### src/rtl/rr_arbiter.sv
// rr_arbiter: registered N-way arbiter with fixed or round-robin priority.
//
// A grant, once issued, is held until the holder releases it (explicitly via
// grant_release or implicitly by dropping its request). On release the next
// winner is picked in the same cycle, so back-to-back grants have no idle
// bubble. All outputs come straight from flops; there is no combinational
// path from req to grant.
//
// Ports:
//   clk           rising-edge clock
//   rst_n         asynchronous active-low reset
//   req           request vector, bit i = requester i
//   enable        permits new grants; never revokes a held grant
//   grant_release holder is done; only looked at while grant_valid=1
//                 ('release' itself is a reserved word in SystemVerilog)
//   grant         registered one-hot grant
//   grant_idx     registered index of the granted requester, 0 when idle
//   grant_valid   registered, 1 while a grant is held
module rr_arbiter #(
  parameter int unsigned N     = 8,
  parameter int unsigned IDX_W = 3,
  parameter bit          RR    = 1'b1
) (
  input  logic             clk,
  input  logic             rst_n,
  input  logic [N-1:0]     req,
  input  logic             enable,
  input  logic             grant_release,
  output logic [N-1:0]     grant,
  output logic [IDX_W-1:0] grant_idx,
  output logic             grant_valid
);

  localparam logic [0:0]       StIdle  = 1'b0;
  localparam logic [0:0]       StGrant = 1'b1;
  localparam logic [IDX_W-1:0] LastIdx = IDX_W'(N - 1);

  logic [0:0]       state_q, state_d;
  logic [N-1:0]     grant_q, grant_d;
  logic [IDX_W-1:0] idx_q, idx_d;
  logic [IDX_W-1:0] ptr_q, ptr_d;

  logic [N-1:0]     cand_req;
  logic [IDX_W-1:0] cand_ptr;
  logic             try_grant;
  logic             win_found;
  logic [IDX_W-1:0] win_idx;

  // Priority runs downward from pointer t and wraps: t, t-1, ..., 0, N-1, ..., t+1.
  // Each requester's distance below t (mod N) is its rank; lowest rank wins.
  function automatic void pick(input logic [N-1:0] r, input logic [IDX_W-1:0] t,
                               output logic found, output logic [IDX_W-1:0] win);
    int best_d;
    int d;
    found  = 1'b0;
    win    = '0;
    best_d = int'(N);
    for (int j = 0; j < int'(N); j++) begin
      d = (int'(t) - j + int'(N)) % int'(N);
      if (r[j] && d < best_d) begin
        best_d = d;
        found  = 1'b1;
        win    = IDX_W'(j);
      end
    end
  endfunction

  always_comb begin
    state_d   = state_q;
    grant_d   = grant_q;
    idx_d     = idx_q;
    ptr_d     = ptr_q;
    cand_req  = req;
    cand_ptr  = ptr_q;
    try_grant = 1'b0;
    win_found = 1'b0;
    win_idx   = '0;

    unique case (state_q)
      StIdle: begin
        try_grant = enable;
      end
      StGrant: begin
        // Holder's own request dropping counts as a release.
        if (grant_release || !(|(req & grant_q))) begin
          if (RR) begin
            ptr_d = (idx_q == '0) ? LastIdx : idx_q - 1'b1;
          end
          // Re-arbitrate this same edge with the updated pointer, holder masked.
          cand_req  = req & ~grant_q;
          cand_ptr  = ptr_d;
          try_grant = enable;
          state_d   = StIdle;
          grant_d   = '0;
          idx_d     = '0;
        end
      end
      default: begin
        state_d = StIdle;
      end
    endcase

    pick(cand_req, cand_ptr, win_found, win_idx);

    if (try_grant && win_found) begin
      state_d = StGrant;
      grant_d = {{(N - 1){1'b0}}, 1'b1} << win_idx;
      idx_d   = win_idx;
    end
  end

  always_ff @(posedge clk or negedge rst_n) begin
    if (!rst_n) begin
      state_q <= StIdle;
      grant_q <= '0;
      idx_q   <= '0;
      ptr_q   <= LastIdx;
    end else begin
      state_q <= state_d;
      grant_q <= grant_d;
      idx_q   <= idx_d;
      ptr_q   <= ptr_d;
    end
  end

  assign grant       = grant_q;
  assign grant_idx   = idx_q;
  assign grant_valid = (state_q == StGrant);

endmodule
### config.mk
export PLATFORM = sky130hd
export DESIGN_NAME = rr_arbiter
export DESIGN_NICKNAME = d
export VERILOG_FILES = /design/src/rtl/rr_arbiter.sv
export SDC_FILE = /design/constraint.sdc
export NUM_CORES = 1
export LEC_CHECK = 0
export CAP_MARGIN = 20
export CORE_UTILIZATION = 52
export DETAILED_ROUTE_END_ITERATION = 6
export GPL_ROUTABILITY_DRIVEN = 1
export PLACE_DENSITY = 0.77
export RECOVER_POWER = 50
export SLEW_MARGIN = 25
export SYNTH_ARGS = -nofsm -noshare
export SYNTH_HDL_FRONTEND = slang
export SYNTH_SLANG_ARGS = --single-unit
export TNS_END_PERCENT = 10
### constraint.sdc
create_clock -name clk -period 6.91 [get_ports clk]
set_input_delay 1.382 -clock clk [delete_from_list [all_inputs] [get_ports clk]]
set_output_delay 1.382 -clock clk [all_outputs]
set_load 0.01 [all_outputs]
==> out/results.tsv, run 1 <==
stage	metric	value	unit
grt	first-pass GRT wire length	14.0	mm
grt	largest net degree at the start of global routing	16	
clocking	CTS max path bufs	2	
setup_path	Max Fanout on Critical Path	8	
floorplanning	die width	66.5	um
placement	gpl congestion	0.965	
yosys	Syn Nets	297	
yosys	Cell variety after synth	71	
sta	normalized max-slew margin	54.1	%
yosys	Post-Synthesis Cell Area	0.00216	sq mm
detailed_routing	post-DR wirelength/cell	20.7	um
setup_path	critical path arrival	8.03	ns
placement	PortBufs	23	
sta	Least-Margin Pin Slew	0.683	ns
cells_and_area	Ant. Diodes	0	
setup_path	WP data required	7.01	ns
yosys	Post-synth ARST share	100	%
sta	final max-slew violation count	0	
placement	Place WS	-1.62	ns
sta	Final min period	7.94	ns
sta	Setup-failing EPs final	11	
yosys	number of synthesized flops with an enable pin	0	
placement	Final HPWL DP	6.45	mm
yosys	Synth Instances	279	
detailed_routing	via/cell ratio	6.80	
grt	gr usage total	42.5	%
grt	vias in the first global route	2906	
setup_path	worst reg2reg setup slack	-0.27	ns
yosys	Syn Area/Cell	7.75	sq um
clocking	CTS tree	yes	
detailed_routing	antenna-violating nets left	0	
clocking	Clk pin slew, worst setup/hold paths	0.06	ns
setup_path	slowest CP cell	nor4_2	
yosys	Post-synth top cells	30 x nand2_1, 21 x nor2_1, 19 x o21ai_0, 16 x a21oi_1, 12 x dfrtp_1	
floorplanning	Die ar.	0.00442	sq mm
sta	hold slack	0.624	ns
cells_and_area	Syn-to-layout area delta	55.7	%
sta	unrepaired setup endpoints after global routing	yes	
cells_and_area	Final nets	413	
yosys	largest area contributor in the netlist	dfrtp_1	
sta	Max Freq	126	MHz
yosys	Top FF cell, synth	dfrtp_1	
yosys	sequential fraction of the synthesis area	17.5	%
clocking	Sink Count	15	
floorplanning	Rows	23	
sta	Setup TNS	-10.85	ns
run_status	status	complete, but fails checks	
yosys	share of the synthesized area in the top cell type	13.9	%
run_status	failing checks	negative setup slack	
floorplanning	Initial Utilization	54.1	%
clocking	CTS H-tree lvls	1	
setup_path	Critical Path Start Type	primary input	
clocking	clock latency on the worst-skew pair	0.25	ns
sta	Worst Skew	0.00147	ns
floorplanning	IO Count	24	
setup_path	Crit. End Element	register	
sta	fin crit share	115	%
setup_path	max incr delay on CP	0.38	ns
floorplanning	DIE HEIGHT	66.5	um
detailed_routing	drt initial violations	415	
detailed_routing	final wirelength	9.19	mm
sta	Hold Fails Final Rpt	0	
grt	grt ovf	0	
sta	setup ws final	-1.03	ns
detailed_routing	Post-route DRC	0	
job	Max-cap violations	0	
clocking	root buffer cell	clkbuf_8	
yosys	register bit total from synthesis	15	
detailed_routing	via count	3021	
hold_path	worst hold-check path type	reg -> reg	
yosys	Yosys warning count	0	
yosys	most common cell in the netlist	nand2_1	
clocking	CTS buffer count	3	
yosys	Area contributors post-synth	dfrtp_1 14%, nand2_1 5.2%, o21ai_0 4.4%	
cells_and_area	share of layout cells above drive strength 1	41.6	%
setup_path	worst setup path class	in -> reg	
floorplanning	core area	0.00400	sq mm
detailed_routing	Pre-antenna DRT Iters	6	
grt	initial antenna violation count	0	
[logic make-up (layout without fill, tap and decap cells)]
| group | Yosys count | count (layout) | share of synthesized area [%] |
|---|---|---|---|
| and+or+nand+nor | 105 | 105 | 24.7 |
| AOI/OAI and AO/OA | 121 | 122 | 45.1 |
| DFF | 15 | 15 | 17.5 |
| xor gates and xnor gates | 3 | 3 | 1.22 |
| adders and majority gates | 6 | 6 | 3.47 |
| buffers and inverters | 25 | 139 | 6.08 |
| muxes | 4 | 4 | 1.91 |
[critical path, delay by kind of cell]
kind                     cells  cell delay (ns)
AND/OR/NAND/NOR              9             1.54
buffers and inverters        4             0.51
adder cells (fa/ha/maj)      3             0.89
AO/OA/AOI/OAI               20             3.70
[timing repair]
action | 4_1_cts | 5_1_grt
gates cloned | 1 | 0
pin swaps | 38 | 16
hold buffers | 0 | 0
endpoints found under the setup margin | 11 | 11
resized for setup | 51 | 6
setup buffers | 11 | 3
[worst paths after layout]
| path | from | to | cells after the start |
|---|---|---|---|
| min in group asynchronous | rst_n | grant[5] | 1 |
| worst max-delay path | req[5] | grant_idx[1] | 36 |
| worst max register to register | grant_idx[1] | grant_idx[1] | 35 |
| worst min register to register | grant[0] | grant[0] | 2 |
| worst min-delay path | grant[0] | grant[0] | 2 |
| max in group asynchronous | rst_n | grant[0] | 1 |
[registers in the layout (all words and copies together) (netlist names)]
| register | cells |
|---|---|
| grant_valid | 1 |
| grant | 8 |
| ptr_q | 3 |
| grant_idx | 3 |
[metrics by stage]
step | util, % | instances | instance area [sq um]
2_1_floorplan | - | 279 | 2250
3_3_place_gp | 77.5 | 427 | 3100
3_5_place_dp | 77.5 | 427 | 3100
4_1_cts | 83.0 | 441 | 3320
5_1_grt | 84.1 | 444 | 3370
6_report | 84.1 | 444 | 3370
[layer usage]
metal | vias to the layer above | track usage [%] | part of all wire (%)
met5 | - | 0 | 0
met4 | 0 | 21.8 | 4.8
met3 | 50 | 5.65 | 9.5
met2 | 220 | 73.5 | 48
met1 | 1426 | 50.9 | 37
li1 | 1325 | - | -
[final cells by class]
| type | count | area, sq um |
|---|---|---|
| inverters | 12 | 45.0 |
| flip-flops and latches | 15 | 379 |
| well taps | 50 | 62.6 |
| fillers | 237 | 634 |
| multi-input cells | 240 | 1860 |
| clock buffers | 4 | 45.0 |
| repair buffers | 123 | 971 |
[cell usage in the layout (no fill, tap or decap), drive strengths merged, types with 3 or more instances in the layout]
| cell type | count |
|---|---|
| a211o | 3 |
| a211oi | 3 |
| a21boi | 4 |
| a21o | 9 |
| a21oi | 19 |
| a22o | 5 |
| a22oi | 4 |
| a31oi | 4 |
| a32o | 5 |
| and2 | 6 |
| and3 | 6 |
| buf | 104 |
| clkbuf | 5 |
| clkdlybuf4s50 | 13 |
| dfrtp | 12 |
| dfstp | 3 |
| ha | 6 |
| inv | 11 |
| mux2i | 3 |
| nand2 | 32 |
| nand3 | 9 |
| nand4 | 5 |
| nand4b | 3 |
| nor2 | 22 |
| nor2b | 3 |
| nor3 | 6 |
| o211ai | 8 |
| o21a | 7 |
| o21ai | 26 |
| or2 | 3 |
Power of run 1 is left out: the tool's default activity adds up to more than one toggle a clock period on the data nets, which glitch-free logic cannot reach.
==> run 2, diff against run 1 <==
- CORE_UTILIZATION: 52 -> 40
- PLACE_DENSITY: 0.77 -> unset
==> run 2 against run 1 <==
Compared with the run above:
- the flow still finishes with violations (negative setup slack)
- non-clock buffer count up 19
- via count fell by 4.0%
- global-route usage fell by 10 points
- fmax decreased by 0.82%
- critical path depth fell by 1
- flip-flop and latch count stayed put
- clock skew is 0.0011 ns higher
- worst setup slack worse by 0.065 ns
- clock-buffer cell count fell by 1
==> out/results.tsv, run 2 (same netlist as run 1, synthesis figures left out) <==
stage	metric	value	unit
run_status	status	complete, but fails checks	
run_status	failing checks	negative setup slack	
floorplanning	die width	75.5	um
detailed_routing	via/cell ratio	6.01	
placement	Final HPWL DP	6.29	mm
sta	Worst Skew	0.00261	ns
setup_path	most frequent CP cell	ha_4	
hold_path	hold_sp	grant_idx[2]	
cells_and_area	Ant. Diodes	0	
grt	largest net degree at the start of global routing	16	
setup_path	Max Fanout on Critical Path	8	
job	Max-cap violations	0	
hold_path	worst hold-check path type	reg -> reg	
clocking	Sink Count	15	
sta	normalized max-slew margin	53.7	%
sta	fin crit share	116	%
setup_path	WP data required	7.09	ns
floorplanning	IO Count	24	
sta	Hold Fails Final Rpt	0	
setup_path	slowest CP cell	a211o_1	
clocking	CTS tree	yes	
setup_path	R2R depth	34	
clocking	Clk pin slew, worst setup/hold paths	0.07	ns
grt	gr usage total	32.3	%
placement	gpl congestion	0.939	
cells_and_area	max FFs per register	8	
clocking	root buffer cell	clkbuf_8	
setup_path	max incr delay on CP	0.36	ns
clocking	CTS max path bufs	2	
detailed_routing	via count	2901	
floorplanning	Rows	26	
cells_and_area	Final nets	432	
floorplanning	core area	0.00517	sq mm
floorplanning	DIE HEIGHT	75.5	um
floorplanning	Initial Utilization	41.8	%
grt	vias in the first global route	2758	
grt	initial antenna violation count	0	
hold_path	Cells on Worst Hold Path	2	
setup_path	critical path arrival	8.18	ns
cells_and_area	most frequent cells in the layout	118 x buf_4, 28 x nand2_1, 21 x nor2_1	
sta	Least-Margin Pin Slew	0.692	ns
clocking	CTS H-tree lvls	1	
setup_path	worst setup path class	in -> reg	
setup_path	reg-to-reg startpoint	grant[2]	
sta	unrepaired setup endpoints after global routing	yes	
detailed_routing	Pre-antenna DRT Iters	5	
sta	Setup-failing EPs final	11	
setup_path	Crit Reg-Reg Endpoint	grant[3]	
sta	final max-slew violation count	0	
setup_path	Critical Path Start Type	primary input	
sta	Final min period	8.00	ns
detailed_routing	final wirelength	8.69	mm
sta	setup ws final	-1.09	ns
clocking	clock latency on the worst-skew pair	0.25	ns
cells_and_area	share of layout cells above drive strength 1	45.8	%
cells_and_area	commonest non-fill, non-tap cell in the layout	buf_4	
grt	first-pass GRT wire length	13.7	mm
detailed_routing	drt initial violations	230	
floorplanning	Die ar.	0.00570	sq mm
detailed_routing	post-DR wirelength/cell	18.0	um
detailed_routing	antenna-violating nets left	0	
placement	Place WS	-1.78	ns
sta	Max Freq	125	MHz
setup_path	worst reg2reg setup slack	-0.28	ns
hold_path	Hold Path Sink	grant_idx[2]	
grt	grt ovf	0	
clocking	CTS hold repair buffers	0	
setup_path	Crit. End Element	register	
cells_and_area	Syn-to-layout area delta	65.0	%
clocking	CTS buffer count	3	
placement	PortBufs	23	
detailed_routing	Post-route DRC	0	
## run 2: cell types whose count changed in the layout (fill, tap and decap cells not counted), moves of 2 or more
cell     before  now
and3_4        1    3
nor2_2        2    0
buf_4        99  118
and3_1        5    3
o21ai_2       2    5
o21ai_1       9    7
nor2_1       19   21
a21oi_2       3    5
## run 2: worst max-delay path by stage
stage | start | to
finish | req[2] | grant[3]
global route | req[7] | grant[3]
CTS | req[2] | grant[3]
detailed placement | req[2] | grant[3]
global placement | req[2] | grant[3]
floorplan | req[5] | grant[0]
## run 2: worst max-delay path, delay by kind of cell
kind / cells / cell delay [ns]
buffers and inverters: 3 / 0.31
adder cells (fa/ha/maj): 3 / 0.83
AO/OA/AOI/OAI: 21 / 4.37
AND/OR/NAND/NOR: 8 / 1.29
## run 2: through the flow
stage	setup TNS, ns	cells	utilization (%)	hold WS, ns	area, sq um
2_1_floorplan	-9.92	279	-	0.548	2250
3_3_place_gp	-17.28	454	61.4	0.556	3180
3_5_place_dp	-18.58	454	61.4	0.560	3180
4_1_cts	-8.61	475	67.1	0.575	3470
5_1_grt	-14.96	483	69.0	0.638	3570
6_report	-11.27	483	69.0	0.579	3570
## run 2: area by class of cell
| class | instances | area, sq um |
|---|---|---|
| sequential | 15 | 379 |
| clock buffer | 3 | 41.3 |
| multi-input combinational | 240 | 1900 |
| timing repair buffer | 142 | 1110 |
| tap | 70 | 87.6 |
| clock inverter | 1 | 5.00 |
| fill | 399 | 1600 |
| inverter | 12 | 45.0 |
## run 2: layer usage
| layer | vias up | share of wire, % | track usage, % | routed length, um |
|---|---|---|---|---|
| li1 | 1354 | - | - | - |
| met1 | 1387 | 44 | 42.2 | 3790 |
| met2 | 126 | 48 | 56.7 | 4190 |
| met3 | 34 | 5.1 | 2.65 | 443 |
| met4 | 0 | 3.0 | 9.88 | 258 |
| met5 | - | 0 | 0 | 0 |
## run 2: timing repair
action	CTS	global route
gates resized for setup	53	8
setup endpoints to repair	11	11
gates cloned	1	0
pin swaps	46	26
setup buffers	18	8
Power of run 2 is left out for the same reason.
